==> src/rtl/lcd_text_driver.sv <==
// HD44780 2x16 character LCD driver (4-bit, write-only): power-on init, nibble timing, 32-char frame refresh.
// Optional build macro LCD_AUTO_REFRESH_EN adds a periodic refresh request every T_REFRESH cycles.
module lcd_text_driver #(
    parameter int T_PWRUP   = 750000,
    parameter int T_SETUP   = 2,
    parameter int T_E_HI    = 12,
    parameter int T_HOLD    = 2,
    parameter int T_NIB_GAP = 50,
    parameter int T_CMD     = 2000,
    parameter int T_CLEAR   = 82000,
    parameter int T_REFRESH = 2500000
) (
    input  logic         CCLK,
    input  logic         rst,
    input  logic         strobe,
    input  logic [255:0] text,
    output logic         busy,
    output logic         LCDRS,
    output logic         LCDRW,
    output logic         LCDE,
    output logic [3:0]   LCDDAT
);

    typedef enum logic [2:0] {PWR_WAIT, INIT, IDLE, ADDR1, LINE1, ADDR2, LINE2} top_t;
    typedef enum logic [2:0] {E_IDLE, E_SETUP, E_HI, E_LO, E_GAP, E_WAIT} eng_t;

    top_t         top_reg;
    eng_t         eng_reg;
    logic [31:0]  timer_reg;
    logic [2:0]   step_reg;
    logic [3:0]   col_reg;
    logic         issued_reg;
    logic         low_reg;
    logic         pending_reg;
    logic [255:0] frame_reg;
    logic [7:0]   cur_byte_reg;
    logic         cur_single_reg;
    logic [31:0]  cur_post_reg;

    logic         req;
    logic [7:0]   job_byte;
    logic         job_rs;
    logic         job_single;
    logic [31:0]  job_post;
    logic [4:0]   char_idx;

    assign LCDRW = 1'b0;

`ifdef LCD_AUTO_REFRESH_EN
    logic        ar_run_reg;
    logic [31:0] ar_cnt_reg;
    logic        auto_req_reg;

    // Period counter starts once init has completed and free-runs from then on.
    always_ff @(posedge CCLK or posedge rst) begin
        if (rst) begin
            ar_run_reg   <= 1'b0;
            ar_cnt_reg   <= 32'd0;
            auto_req_reg <= 1'b0;
        end else begin
            auto_req_reg <= 1'b0;
            if (top_reg != PWR_WAIT && top_reg != INIT)
                ar_run_reg <= 1'b1;
            if (ar_run_reg) begin
                if (ar_cnt_reg == 32'(T_REFRESH - 1)) begin
                    ar_cnt_reg   <= 32'd0;
                    auto_req_reg <= 1'b1;
                end else begin
                    ar_cnt_reg <= ar_cnt_reg + 32'd1;
                end
            end
        end
    end

    assign req = strobe | auto_req_reg;
`else
    assign req = strobe;
`endif

    // Byte to send for the current top state; single-nibble init writes use the high nibble only.
    always_comb begin
        job_byte   = 8'h00;
        job_rs     = 1'b0;
        job_single = 1'b0;
        job_post   = 32'(T_CMD);
        char_idx   = {top_reg == LINE2, col_reg};
        case (top_reg)
            INIT: begin
                case (step_reg)
                    3'd0, 3'd1, 3'd2: begin job_byte = 8'h30; job_single = 1'b1; end
                    3'd3:             begin job_byte = 8'h20; job_single = 1'b1; end
                    3'd4:             job_byte = 8'h28;
                    3'd5:             job_byte = 8'h06;
                    3'd6:             job_byte = 8'h0C;
                    default:          begin job_byte = 8'h01; job_post = 32'(T_CLEAR); end
                endcase
            end
            ADDR1:        job_byte = 8'h80;
            ADDR2:        job_byte = 8'hC0;
            LINE1, LINE2: begin
                job_byte = frame_reg[{~char_idx, 3'b000} +: 8];
                job_rs   = 1'b1;
            end
            default: ;
        endcase
    end

    always_ff @(posedge CCLK or posedge rst) begin
        if (rst) begin
            top_reg        <= PWR_WAIT;
            eng_reg        <= E_IDLE;
            timer_reg      <= 32'd0;
            step_reg       <= 3'd0;
            col_reg        <= 4'd0;
            issued_reg     <= 1'b0;
            low_reg        <= 1'b0;
            pending_reg    <= 1'b0;
            frame_reg      <= '0;
            cur_byte_reg   <= 8'h00;
            cur_single_reg <= 1'b0;
            cur_post_reg   <= 32'd0;
            busy           <= 1'b1;
            LCDRS          <= 1'b0;
            LCDE           <= 1'b0;
            LCDDAT         <= 4'h0;
        end else begin
            if (req && busy)
                pending_reg <= 1'b1;
            case (eng_reg)
                E_IDLE: begin
                    case (top_reg)
                        PWR_WAIT: begin
                            if (timer_reg == 32'(T_PWRUP - 1)) begin
                                timer_reg <= 32'd0;
                                top_reg   <= INIT;
                                step_reg  <= 3'd0;
                            end else begin
                                timer_reg <= timer_reg + 32'd1;
                            end
                        end
                        IDLE: begin
                            if (req) begin
                                frame_reg <= text;
                                top_reg   <= ADDR1;
                                busy      <= 1'b1;
                            end
                        end
                        default: begin
                            if (!issued_reg) begin
                                cur_byte_reg   <= job_byte;
                                cur_single_reg <= job_single;
                                cur_post_reg   <= job_post;
                                LCDRS          <= job_rs;
                                LCDDAT         <= job_byte[7:4];
                                low_reg        <= 1'b0;
                                timer_reg      <= 32'd0;
                                eng_reg        <= E_SETUP;
                                issued_reg     <= 1'b1;
                            end else begin
                                issued_reg <= 1'b0;
                                // End of init or LINE2 either returns to IDLE or chains a queued refresh.
                                if ((top_reg == INIT && step_reg == 3'd7) ||
                                    (top_reg == LINE2 && col_reg == 4'd15)) begin
                                    col_reg <= 4'd0;
                                    if (pending_reg || req) begin
                                        pending_reg <= 1'b0;
                                        frame_reg   <= text;
                                        top_reg     <= ADDR1;
                                    end else begin
                                        top_reg <= IDLE;
                                        busy    <= 1'b0;
                                    end
                                end else begin
                                    case (top_reg)
                                        INIT:  step_reg <= step_reg + 3'd1;
                                        ADDR1: top_reg  <= LINE1;
                                        LINE1: begin
                                            col_reg <= col_reg + 4'd1;
                                            if (col_reg == 4'd15)
                                                top_reg <= ADDR2;
                                        end
                                        ADDR2: top_reg  <= LINE2;
                                        LINE2: col_reg  <= col_reg + 4'd1;
                                        default: ;
                                    endcase
                                end
                            end
                        end
                    endcase
                end
                E_SETUP: begin
                    if (timer_reg == 32'(T_SETUP - 1)) begin
                        timer_reg <= 32'd0;
                        LCDE      <= 1'b1;
                        eng_reg   <= E_HI;
                    end else begin
                        timer_reg <= timer_reg + 32'd1;
                    end
                end
                E_HI: begin
                    if (timer_reg == 32'(T_E_HI - 1)) begin
                        timer_reg <= 32'd0;
                        LCDE      <= 1'b0;
                        eng_reg   <= E_LO;
                    end else begin
                        timer_reg <= timer_reg + 32'd1;
                    end
                end
                E_LO: begin
                    if (timer_reg == 32'(T_HOLD - 1)) begin
                        timer_reg <= 32'd0;
                        eng_reg   <= (!cur_single_reg && !low_reg) ? E_GAP : E_WAIT;
                    end else begin
                        timer_reg <= timer_reg + 32'd1;
                    end
                end
                E_GAP: begin
                    if (timer_reg == 32'(T_NIB_GAP - 1)) begin
                        timer_reg <= 32'd0;
                        low_reg   <= 1'b1;
                        LCDDAT    <= cur_byte_reg[3:0];
                        eng_reg   <= E_SETUP;
                    end else begin
                        timer_reg <= timer_reg + 32'd1;
                    end
                end
                E_WAIT: begin
                    if (timer_reg == cur_post_reg - 32'd1) begin
                        timer_reg <= 32'd0;
                        eng_reg   <= E_IDLE;
                    end else begin
                        timer_reg <= timer_reg + 32'd1;
                    end
                end
                default: eng_reg <= E_IDLE;
            endcase
        end
    end

endmodule

==> config.mk <==
export PLATFORM = sky130hd
export DESIGN_NAME = lcd_text_driver
export DESIGN_NICKNAME = d
export VERILOG_FILES = /design/src/rtl/lcd_text_driver.sv
export SDC_FILE = /design/constraint.sdc
export NUM_CORES = 1
export LEC_CHECK = 0
export ABC_AREA = 0
export CAP_MARGIN = 0
export CORE_MARGIN = 5
export CORE_UTILIZATION = 33
export DETAILED_ROUTE_END_ITERATION = 6
export PLACE_DENSITY = 0.62
export SETUP_SLACK_MARGIN = 0.2
export SYNTH_ARGS = -nofsm -noshare
export SYNTH_HDL_FRONTEND = slang
export SYNTH_SLANG_ARGS = --single-unit
export TNS_END_PERCENT = 1
==> constraint.sdc <==
create_clock -name CCLK -period 11.7 [get_ports CCLK]
set_input_delay 2.34 -clock CCLK [delete_from_list [all_inputs] [get_ports CCLK]]
set_output_delay 2.34 -clock CCLK [all_outputs]
set_load 0.02 [all_outputs]
==> impl_metrics.py, run 1 <==
metrics = {
    "placed_design": {
        "hpwlAfterDp_um": 28660,
        "portBuffers": 265,
        "dpl_cell_area_um2": 18590,
        "gp_congestion": 0.8017,
    },
    "floorplan": {
        "ioPinCount": 267,
        "rows": 79,
        "core_um2": 46460,
        "die_h_um": 226.4,
        "initial_core_util_pct": 33.26,
        "die_area_um2": 51250,
        "die_x_um": 226.4,
    },
    "critical_path": {
        "start_kind": "primary input",
        "critPathCaptureType": "register",
        "crit_path_max_incr_delay_ns": 0.76,
        "crit_fanout": 176,
        "crit_type": "in2reg",
        "worstPathRequired_ns": 12.12,
        "crit_chain": "clkdlybuf4s50_1 > a32o_1 > nand2_4 > buf_12 > mux2_2",
        "arrival_ns": 5.27,
        "slowest_stage": "nand2_4",
    },
    "logic_synthesis": {
        "async_reset_ff_share_pct": 100.0,
        "syn-mean-instance-area_um2": 13.46,
        "ys_seq_area_share_pct": 51.67,
        "syn_area_um2": 15450,
        "postSynthCellCount": 1148,
        "ys_ff_latch": 319,
        "syn-num-nets": 1421,
        "synth-edff-count": 0,
        "yosysUniqueCellTypes": 68,
        "synthFlopType": "dfrtp_1",
        "yosysWarningCount": 0,
    },
    "grt": {
        "grt_pass1_vias": 11040,
        "grt.overflow.total": 0,
        "grt_max_degree": 177,
        "antenna_found_initial": 20,
        "grt_use_total_pct": 15.86,
        "grt_pass1_wl_um": 63220,
    },
    "layout": {
        "fillCellCount": 4314,
        "layout_common_cells": "dfrtp_1, clkdlybuf4s50_1, mux2_2, mux4_2, nand2_1",
        "finalNetCount": 1654,
        "final_area_um2": 19780,
        "drive_above_1_share_pct": 29.44,
        "area_delta_synth_final_pct": 28.04,
        "largest_reg_flops": 256,
        "final_common_cell": "dfrtp_1",
        "utilization_pct": 42.59,
    },
    "timing": {
        "finalSetupViolations": 0,
        "hold_violations": 0,
        "finalCritPeriodShare_pct": 41.45,
        "skew_ns": 0.02072,
        "period_needed_ns": 4.850,
        "fin_tns_setup_ns": 0,
        "rsz0062_at_grt": "no",
        "max_freq_mhz": 206.2,
        "slew_headroom_pct": 27.03,
        "tightest_slew_ns": 1.094,
        "drv_slew": 0,
    },
    "clock_network": {
        "cts_tree": "built",
        "clockBufferDepth": 3,
        "clk_latency_ns": 0.54,
        "postCtsSetupBuffers": 0,
        "ctsHoldBuffers": 0,
        "root_buffer": "clkbuf_16",
        "cts.sink_count": 319,
        "cts_resized": 0,
        "numCtsBuffers": 37,
        "clk_pin_slew_worst_paths_ns": 0.06,
        "cts_max_level": 2,
    },
    "power_and_ir_drop": {
        "pwr_density_cell_nw_per_um2": 117.9,
        "comb_power_share_pct": 4.8,
        "peakVddDrop_v": 0.00009195,
        "p_leak_nw": 8.953,
        "seq_power_share_pct": 47.4,
        "p_switching_uw": 485.1,
        "netSwitchingFraction_pct": 20.80,
        "intPower_mw": 1.847,
        "clkPwrFrac_pct": 47.8,
    },
    "route": {
        "wl_um": 40490,
        "drc": 0,
        "drtIter0Drc": 623,
        "wl_per_cell_um": 20.03,
        "dr.pass1.iters": 4,
        "ant_nets": 0,
        "vias_per_cell": 5.107,
        "vias": 10320,
    },
    "job": {
        "maxCapViolCount": 0,
    },
    "run_status": {
        "status": "finished, final reports clean",
    },
    "hold_path": {
        "hold_class": "reg2reg",
    },
}
-- critical path, delay by kind of cell --
| kind | cells | cell delay (ns) |
|---|---|---|
| buffers and inverters | 2 | 1.15 |
| AND/OR/NAND/NOR | 1 | 0.76 |
| multiplexers | 1 | 0.43 |
| AO/OA/AOI/OAI | 1 | 0.28 |
-- synthesized netlist by cell type (8+ instances only) --
cell,n,area [um2]
a21oi_1,29,145.1
and3_1,8,50.05
buf_2,35,175.2
clkbuf_1,38,142.6
dfrtp_1,318,7958
ha_1,14,175.2
inv_1,26,97.59
mux2_2,258,2905
mux2i_1,14,140.1
mux4_2,77,1734
nand2_1,62,232.7
nand3_1,37,185.2
nand4_1,11,68.82
nor2_1,38,142.6
nor3_1,16,80.08
nor4_1,10,62.56
o21ai_0,25,125.1
or3_1,18,112.6
-- per-stage QoR --
stage	std cells	setup slack (ns)	power, mW	hold slack [ns]
CTS	2010	6.890	2.374	0.4866
floorplan	1148	0.5337	1.143	0.4444
global placement	1949	6.361	1.238	0.4595
detailed placement	1949	6.323	1.239	0.4740
finish	2021	6.850	2.332	0.4832
global route	2015	6.738	2.424	0.5077
-- cell families after synthesis --
logic type               count (synthesis)  synth area share, %
buffers and inverters                  106                3.077
adder cells (fa/ha/maj)                 14                1.134
other                                    1              0.02427
AND/OR/NAND/NOR                        232                7.677
AO/OA/AOI/OAI                          120                5.086
multiplexers                           349                30.93
XOR/XNOR                                 7               0.3968
flip-flops                             319                51.67
-- path summary, 6_finish.rpt --
check	startpoint	to	slack (ns)	cells after the start
max in group asynchronous	rst	low_reg$_DFFE_PP0P_	7.81	3
min reg2reg	LCDDAT[0]$_DFFE_PP0P_	LCDDAT[0]$_DFFE_PP0P_	0.48	2
min in group asynchronous	rst	frame_reg[246]$_DFFE_PP0P_	2.39	2
max reg2reg	col_reg[0]$_DFFE_PP0P_	frame_reg[200]$_DFFE_PP0P_	7.56	9
max	strobe	frame_reg[200]$_DFFE_PP0P_	6.85	5
min	LCDDAT[0]$_DFFE_PP0P_	LCDDAT[0]$_DFFE_PP0P_	0.48	2
-- cell type report --
type	instances	area [um2]	area share [%]
diodes	11	27.53	0.1391
clock buffers	55	1095	5.534
repair buffers	274	2733	13.81
well taps	607	759.5	3.839
flip-flops and latches	319	7991	40.39
clock inverters	6	70.07	0.3542
multi-input cells	723	7003	35.40
inverters	26	105.1	0.5312
-- power groups by stage --
| stage | clock network [mW] | logic (mW) | registers, mW |
|---|---|---|---|
| 3_5_place_dp | 0 | 0.115 | 1.12 |
| 4_1_cts | 1.15 | 0.115 | 1.10 |
| 2_1_floorplan | 0 | 0.0179 | 1.12 |
| 3_3_place_gp | 0 | 0.114 | 1.12 |
| 6_report | 1.12 | 0.112 | 1.10 |
| 5_1_grt | 1.20 | 0.122 | 1.10 |
-- metal layers --
layer	vias to the layer above	share of wire (%)	GRT usage, %
met5	-	0.23	0
met4	16	2.6	4.696
met1	5277	41	19.59
met2	218	49	26.05
li1	4733	-	-
met3	78	7.4	6.059
Note: power is estimated with default switching activity, not from simulation.
==> run 2: changes to the inputs <==
clock period = 4.4 ns   (was 11.7 ns; I/O delays follow)
==> run 2 against run 1 <==
  * Sequential share of layout area decreased by 0.25 points
  * Combinational power grew to 2.8 times the previous value
  * Largest cell class unchanged
  * Cell area increased by 0.63%
  * Non-clock buffer count grew 8
  * Critical endpoint is now frame_reg[99]$_DFFE_PP0P_
  * Wire length grew 1.0%
  * Core utilization increased by 0.27 points
  * Die area unchanged
  * Register-to-register slack worse by 6.4 ns
  * Largest power group is now sequential cells
==> impl_metrics.py, run 2 (synthesis results as in run 1) <==
metrics = {
    "placed_design": {
        "gp_congestion": 0.8407,
        "detailedPlace.worstSlack_ns": 1.190,
        "portBuffers": 265,
        "hpwlAfterDp_um": 29780,
        "dpl_cell_area_um2": 18740,
    },
    "layout": {
        "finalNetCount": 1661,
        "drive_above_1_share_pct": 30.06,
        "final_common_cell": "dfrtp_1",
        "layout_common_cells": "dfrtp_1, clkdlybuf4s50_1, mux2_2, mux4_2, nand2_1",
        "largest_reg_flops": 256,
        "final_area_um2": 19910,
        "fillCellCount": 4275,
        "area_delta_synth_final_pct": 28.85,
    },
    "grt": {
        "grt_pass1_wl_um": 64230,
        "grt_pass1_vias": 11230,
        "grt_use_total_pct": 15.95,
        "grt_max_degree": 90,
        "antenna_found_initial": 10,
        "grt.overflow.total": 0,
    },
    "timing": {
        "finalSetupViolations": 0,
        "max_freq_mhz": 306.4,
        "worst_slack_ns": 1.136,
        "skew_ns": 0.01389,
        "finalCritPeriodShare_pct": 74.19,
        "hold_violations": 0,
        "tightest_slew_ns": 1.143,
        "fin_tns_setup_ns": 0,
        "slew_headroom_pct": 23.78,
        "period_needed_ns": 3.264,
        "rsz0062_at_grt": "no",
        "drv_slew": 0,
    },
    "floorplan": {
        "core_um2": 46460,
        "ioPinCount": 267,
        "initial_core_util_pct": 33.26,
        "rows": 79,
        "die_x_um": 226.4,
        "die_area_um2": 51250,
        "die_h_um": 226.4,
    },
    "route": {
        "drtIter0Drc": 721,
        "vias_per_cell": 5.114,
        "wl_um": 40900,
        "dr.pass1.iters": 5,
        "vias": 10380,
        "ant_nets": 0,
        "drc": 0,
        "wl_per_cell_um": 20.16,
    },
    "clock_network": {
        "postCtsSetupBuffers": 0,
        "root_buffer": "clkbuf_16",
        "cts.sink_count": 319,
        "clk_pin_slew_worst_paths_ns": 0.06,
        "ctsHoldBuffers": 0,
        "cts_resized": 0,
        "clockBufferDepth": 3,
        "cts_tree": "built",
        "clk_latency_ns": 0.53,
        "numCtsBuffers": 36,
        "cts_max_level": 2,
    },
    "critical_path": {
        "critPathCaptureType": "register",
        "start_kind": "register",
        "worstReg2RegEnd": "frame_reg[99]$_DFFE_PP0P_",
        "crit_fanout": 52,
        "arrival_ns": 3.67,
        "crit_type": "reg2reg",
        "reg2regPathDepth": 8,
        "crit_start": "top_reg[1]$_DFFE_PP0P_",
        "reg2reg_slack_ns": 1.14,
        "worstPathRequired_ns": 4.81,
        "r2r_start": "top_reg[1]$_DFFE_PP0P_",
    },
    "job": {
        "maxCapViolCount": 0,
    },
    "power_and_ir_drop": {
        "p_leak_nw": 9.015,
        "peakVddDrop_v": 0.0002866,
        "pwr_density_cell_nw_per_um2": 310.7,
    },
    "hold_path": {
        "hold_depth": 1,
        "hp-start": "low_reg$_DFFE_PP0P_",
        "hold_path_end": "low_reg$_DFFE_PP0P_",
        "hold_class": "reg2reg",
    },
    "run_status": {
        "status": "finished, final reports clean",
    },
}
==> run 2: changes by cell type in the layout (fill, tap and decap cells not counted) <==
cell	delta
clkinv_4	-1
inv_6	+2
clkinv_8	-1
buf_4	+1
clkbuf_1	-1
clkinv_2	+4
clkbuf_16	-1
clkinvlp_4	+2
buf_12	+7
diode_2	-3
clkbuf_8	-1
==> run 2: power breakdown <==
part	leakage (nW)	internal (mW)	total, mW	switching (mW)
Clock	0.573	1.73	2.94	1.21
Combinational	4.01	0.209	0.308	0.0992
Sequential	4.43	2.94	2.94	0.00151
==> run 2: through the flow <==
step	hold WS, ns	utilization (%)	instances	power, mW
after floorplan	0.4444	-	1148	3.039
after global placement	0.4561	40.33	1957	3.304
after detailed placement	0.4662	40.33	1957	3.307
after CTS	0.4799	42.81	2021	6.277
after global routing	0.4986	42.81	2021	6.410
final	0.4787	42.85	2029	6.186
==> run 2: routing by layer <==
layer  up-vias  GRT usage (%)  share of wire [%]
li1       4752              -                  -
met1      5310          20.23                 41
met2       237          25.93                 49
met3        66          5.852                7.5
met4        12          4.386                2.6
met5         -              0               0.20
==> run 2: cell type report <==
class                      instances  area, um2  area share [%]
sequential                       319       7991           40.14
multi-input combinational        723       7003           35.17
timing repair buffer             282       2880           14.47
clock buffer                      52       1052           5.285
tap                              607      759.5           3.815
clock inverter                    12      101.3          0.5090
inverter                          26      101.3          0.5090
antenna                            8      20.02          0.1006
==> run 2: how the worst max path moves through the flow <==
stage / to / slack (ns)
global route: timer_reg[30]$_DFFE_PP0P_ / 0.91
floorplan: LCDDAT[0]$_DFFE_PP0P_ / -0.73
global placement: frame_reg[194]$_DFFE_PP0P_ / 1.25
detailed placement: frame_reg[168]$_DFFE_PP0P_ / 1.19
CTS: frame_reg[168]$_DFFE_PP0P_ / 1.17
finish: frame_reg[99]$_DFFE_PP0P_ / 1.14
==> run 2: critical path: stages, from the launching register on <==
cell       delay (ns)
dfrtp_1          0.59
nor3b_2          0.62
o2bb2ai_1        0.35
nand2_1          0.15
nand2_1          0.10
a32o_1           0.17
nand2_4          0.36
buf_12           0.41
mux2_2           0.31
==> run 3: changes to the inputs <==
PLACE_DENSITY = 0.6   (was 0.62)
clock period = 3.28 ns   (was 4.4 ns; I/O delays follow)
==> run 3 against run 2 <==
  * Clock skew is 0.0047 ns higher
  * Sequential cell count stayed put
  * Via count is 1.3% higher
  * Wire length is 2.8% higher
  * Critical endpoint is now timer_reg[10]$_DFFE_PP0P_
  * Largest cell class unchanged
==> impl_metrics.py, run 3 (synthesis results as in run 1) <==
metrics = {
    "run_status": {
        "status": "finished, final reports clean",
    },
    "grt": {
        "grt_use_total_pct": 16.23,
        "grt_pass1_vias": 11270,
        "antenna_found_initial": 6,
        "grt.overflow.total": 0,
        "grt_max_degree": 83,
        "grt_pass1_wl_um": 65300,
    },
    "hold_path": {
        "hp-start": "low_reg$_DFFE_PP0P_",
        "hold_path_end": "low_reg$_DFFE_PP0P_",
        "hold_class": "reg2reg",
        "hold_depth": 1,
    },
    "timing": {
        "period_needed_ns": 2.913,
        "tightest_slew_ns": 0.6955,
        "worst_hold_slack_ns": 0.4813,
        "rsz0062_at_grt": "no",
        "finalSetupViolations": 0,
        "finalCritPeriodShare_pct": 88.83,
        "hold_violations": 0,
        "drv_slew": 0,
        "worst_slack_ns": 0.3665,
        "skew_ns": 0.01863,
        "max_freq_mhz": 343.2,
        "slew_headroom_pct": 53.22,
    },
    "layout": {
        "stdcell_count": 2056,
        "finalNetCount": 1694,
        "layout_common_cells": "dfrtp_1, clkdlybuf4s50_1, mux2_2, mux4_2, nand2_1",
        "largest_reg_flops": 256,
        "final_area_um2": 20320,
        "final_common_cell": "dfrtp_1",
        "drive_above_1_share_pct": 32.07,
        "area_delta_synth_final_pct": 31.54,
        "fillCellCount": 4218,
    },
    "power_and_ir_drop": {
        "netSwitchingFraction_pct": 21.21,
        "pwr_density_cell_nw_per_um2": 419.7,
        "intPower_mw": 6.721,
        "clkPwrFrac_pct": 48.5,
        "comb_power_share_pct": 5.3,
        "p_switching_mw": 1.809,
        "peakVddDrop_v": 0.0002826,
        "p_leak_nw": 9.256,
        "seq_power_share_pct": 46.2,
    },
    "clock_network": {
        "clockBufferDepth": 3,
        "cts_max_level": 2,
        "root_buffer": "clkbuf_16",
        "clk_pin_slew_worst_paths_ns": 0.06,
        "ctsHoldBuffers": 0,
        "cts_tree": "built",
        "cts.sink_count": 319,
        "clk_latency_ns": 0.53,
        "numCtsBuffers": 37,
    },
    "critical_path": {
        "r2r_start": "cur_post_reg[10]$_DFFE_PP0P_",
        "slowest_stage": "dfrtp_1",
        "critical_path.top_delay_family": "compound AO/OA/AOI/OAI gates",
        "worstPathRequired_ns": 3.68,
        "arrival_ns": 3.32,
        "crit_path_max_incr_delay_ns": 0.40,
        "reg2regPathDepth": 10,
        "crit_buf_inv": 2,
        "reg2reg_slack_ns": 0.37,
        "critPathCaptureType": "register",
        "worstReg2RegEnd": "timer_reg[10]$_DFFE_PP0P_",
        "crit_fanout": 17,
        "crit_type": "reg2reg",
        "crit_start": "cur_post_reg[10]$_DFFE_PP0P_",
        "crit_chain": "inv_1 > ha_2 > ha_1 > xnor2_1 > a211o_1 > a311oi_2 > a41oi_2 > buf_4 > and3_4 > a221o_1",
        "start_kind": "register",
    },
    "floorplan": {
        "ioPinCount": 267,
        "rows": 79,
        "die_h_um": 226.4,
        "die_x_um": 226.4,
        "core_um2": 46460,
        "die_area_um2": 51250,
        "initial_core_util_pct": 33.26,
    },
    "route": {
        "wl_um": 42060,
        "vias_per_cell": 5.115,
        "wl_per_cell_um": 20.46,
        "drtIter0Drc": 756,
        "vias": 10520,
        "dr.pass1.iters": 6,
        "ant_nets": 0,
        "drc": 0,
    },
    "placed_design": {
        "gp_congestion": 0.8237,
        "hpwlAfterDp_um": 31220,
        "dpl_cell_area_um2": 19040,
        "portBuffers": 265,
        "place_inst": 1986,
        "detailedPlace.worstSlack_ns": 0.2735,
    },
    "job": {
        "maxCapViolCount": 0,
    },
}
==> run 3: changes by cell type in the layout (fill, tap and decap cells not counted), moves of 3 or more <==
cell and delta:
buf_12 +7, buf_4 +24, clkbuf_1 -3, clkbuf_8 +4
clkinv_2 -3, clkinv_4 +3, diode_2 -6
==> run 3: routing by layer <==
| layer | track usage [%] | up-vias | wire, um |
|---|---|---|---|
| met1 | 22.63 | 5374 | 18730 |
| met3 | 3.457 | 58 | 2194 |
| met4 | 4.386 | 8 | 982 |
| li1 | - | 4817 | - |
| met2 | 25.95 | 259 | 20110 |
| met5 | 0 | - | 42 |
==> run 3: worst max path at each step <==
stage,end,slack [ns],cells past startpoint
after floorplan,LCDDAT[0]$_DFFE_PP0P_,-1.63,1
after global placement,timer_reg[29]$_DFFE_PP0P_,0.43,11
after detailed placement,timer_reg[21]$_DFFE_PP0P_,0.27,11
after CTS,timer_reg[20]$_DFFE_PP0P_,0.27,11
after global routing,timer_reg[10]$_DFFE_PP0P_,0.19,10
final,timer_reg[10]$_DFFE_PP0P_,0.37,10
==> run 3: cell type report <==
class                      count  area [um2]  share of cell area (%)
sequential                   319        7991                   39.32
multi-input combinational    724        7038                   34.63
timing repair buffer         313        3201                   15.75
clock buffer                  53        1096                   5.393
tap                          607       759.5                   3.737
clock inverter                12       132.6                  0.6525
inverter                      26       101.3                  0.4986
antenna                        2       5.005                 0.02462
==> run 3: timing repair <==
item,4_1_cts,5_1_grt
buffers inserted,0,2
setup endpoints to repair,0,29
resized for setup,0,6
==> run 3: through the flow <==
stage | power, mW | util [%] | TNS [ns]
after global placement | 4.474 | 40.99 | 0
after CTS | 8.674 | 43.63 | 0
after floorplan | 4.077 | - | -518.18
after detailed placement | 4.474 | 40.99 | 0
final | 8.530 | 43.75 | 0
after global routing | 8.834 | 43.74 | 0
==> run 3: power groups by stage <==
stage	clock [mW]	sequential, mW	combinational [mW]
global route	4.41	3.94	0.487
floorplan	0	4.01	0.0646
global placement	0	4.01	0.463
finish	4.14	3.94	0.451
detailed placement	0	4.01	0.463
CTS	4.27	3.94	0.465
==> run 3: worst reg2reg max path, stage by stage (launching register included) <==
cell	delay, ns
dfrtp_1	0.40
inv_1	0.13
ha_2	0.25
ha_1	0.25
xnor2_1	0.12
a211o_1	0.29
a311oi_2	0.30
a41oi_2	0.25
buf_4	0.21
and3_4	0.26
a221o_1	0.34
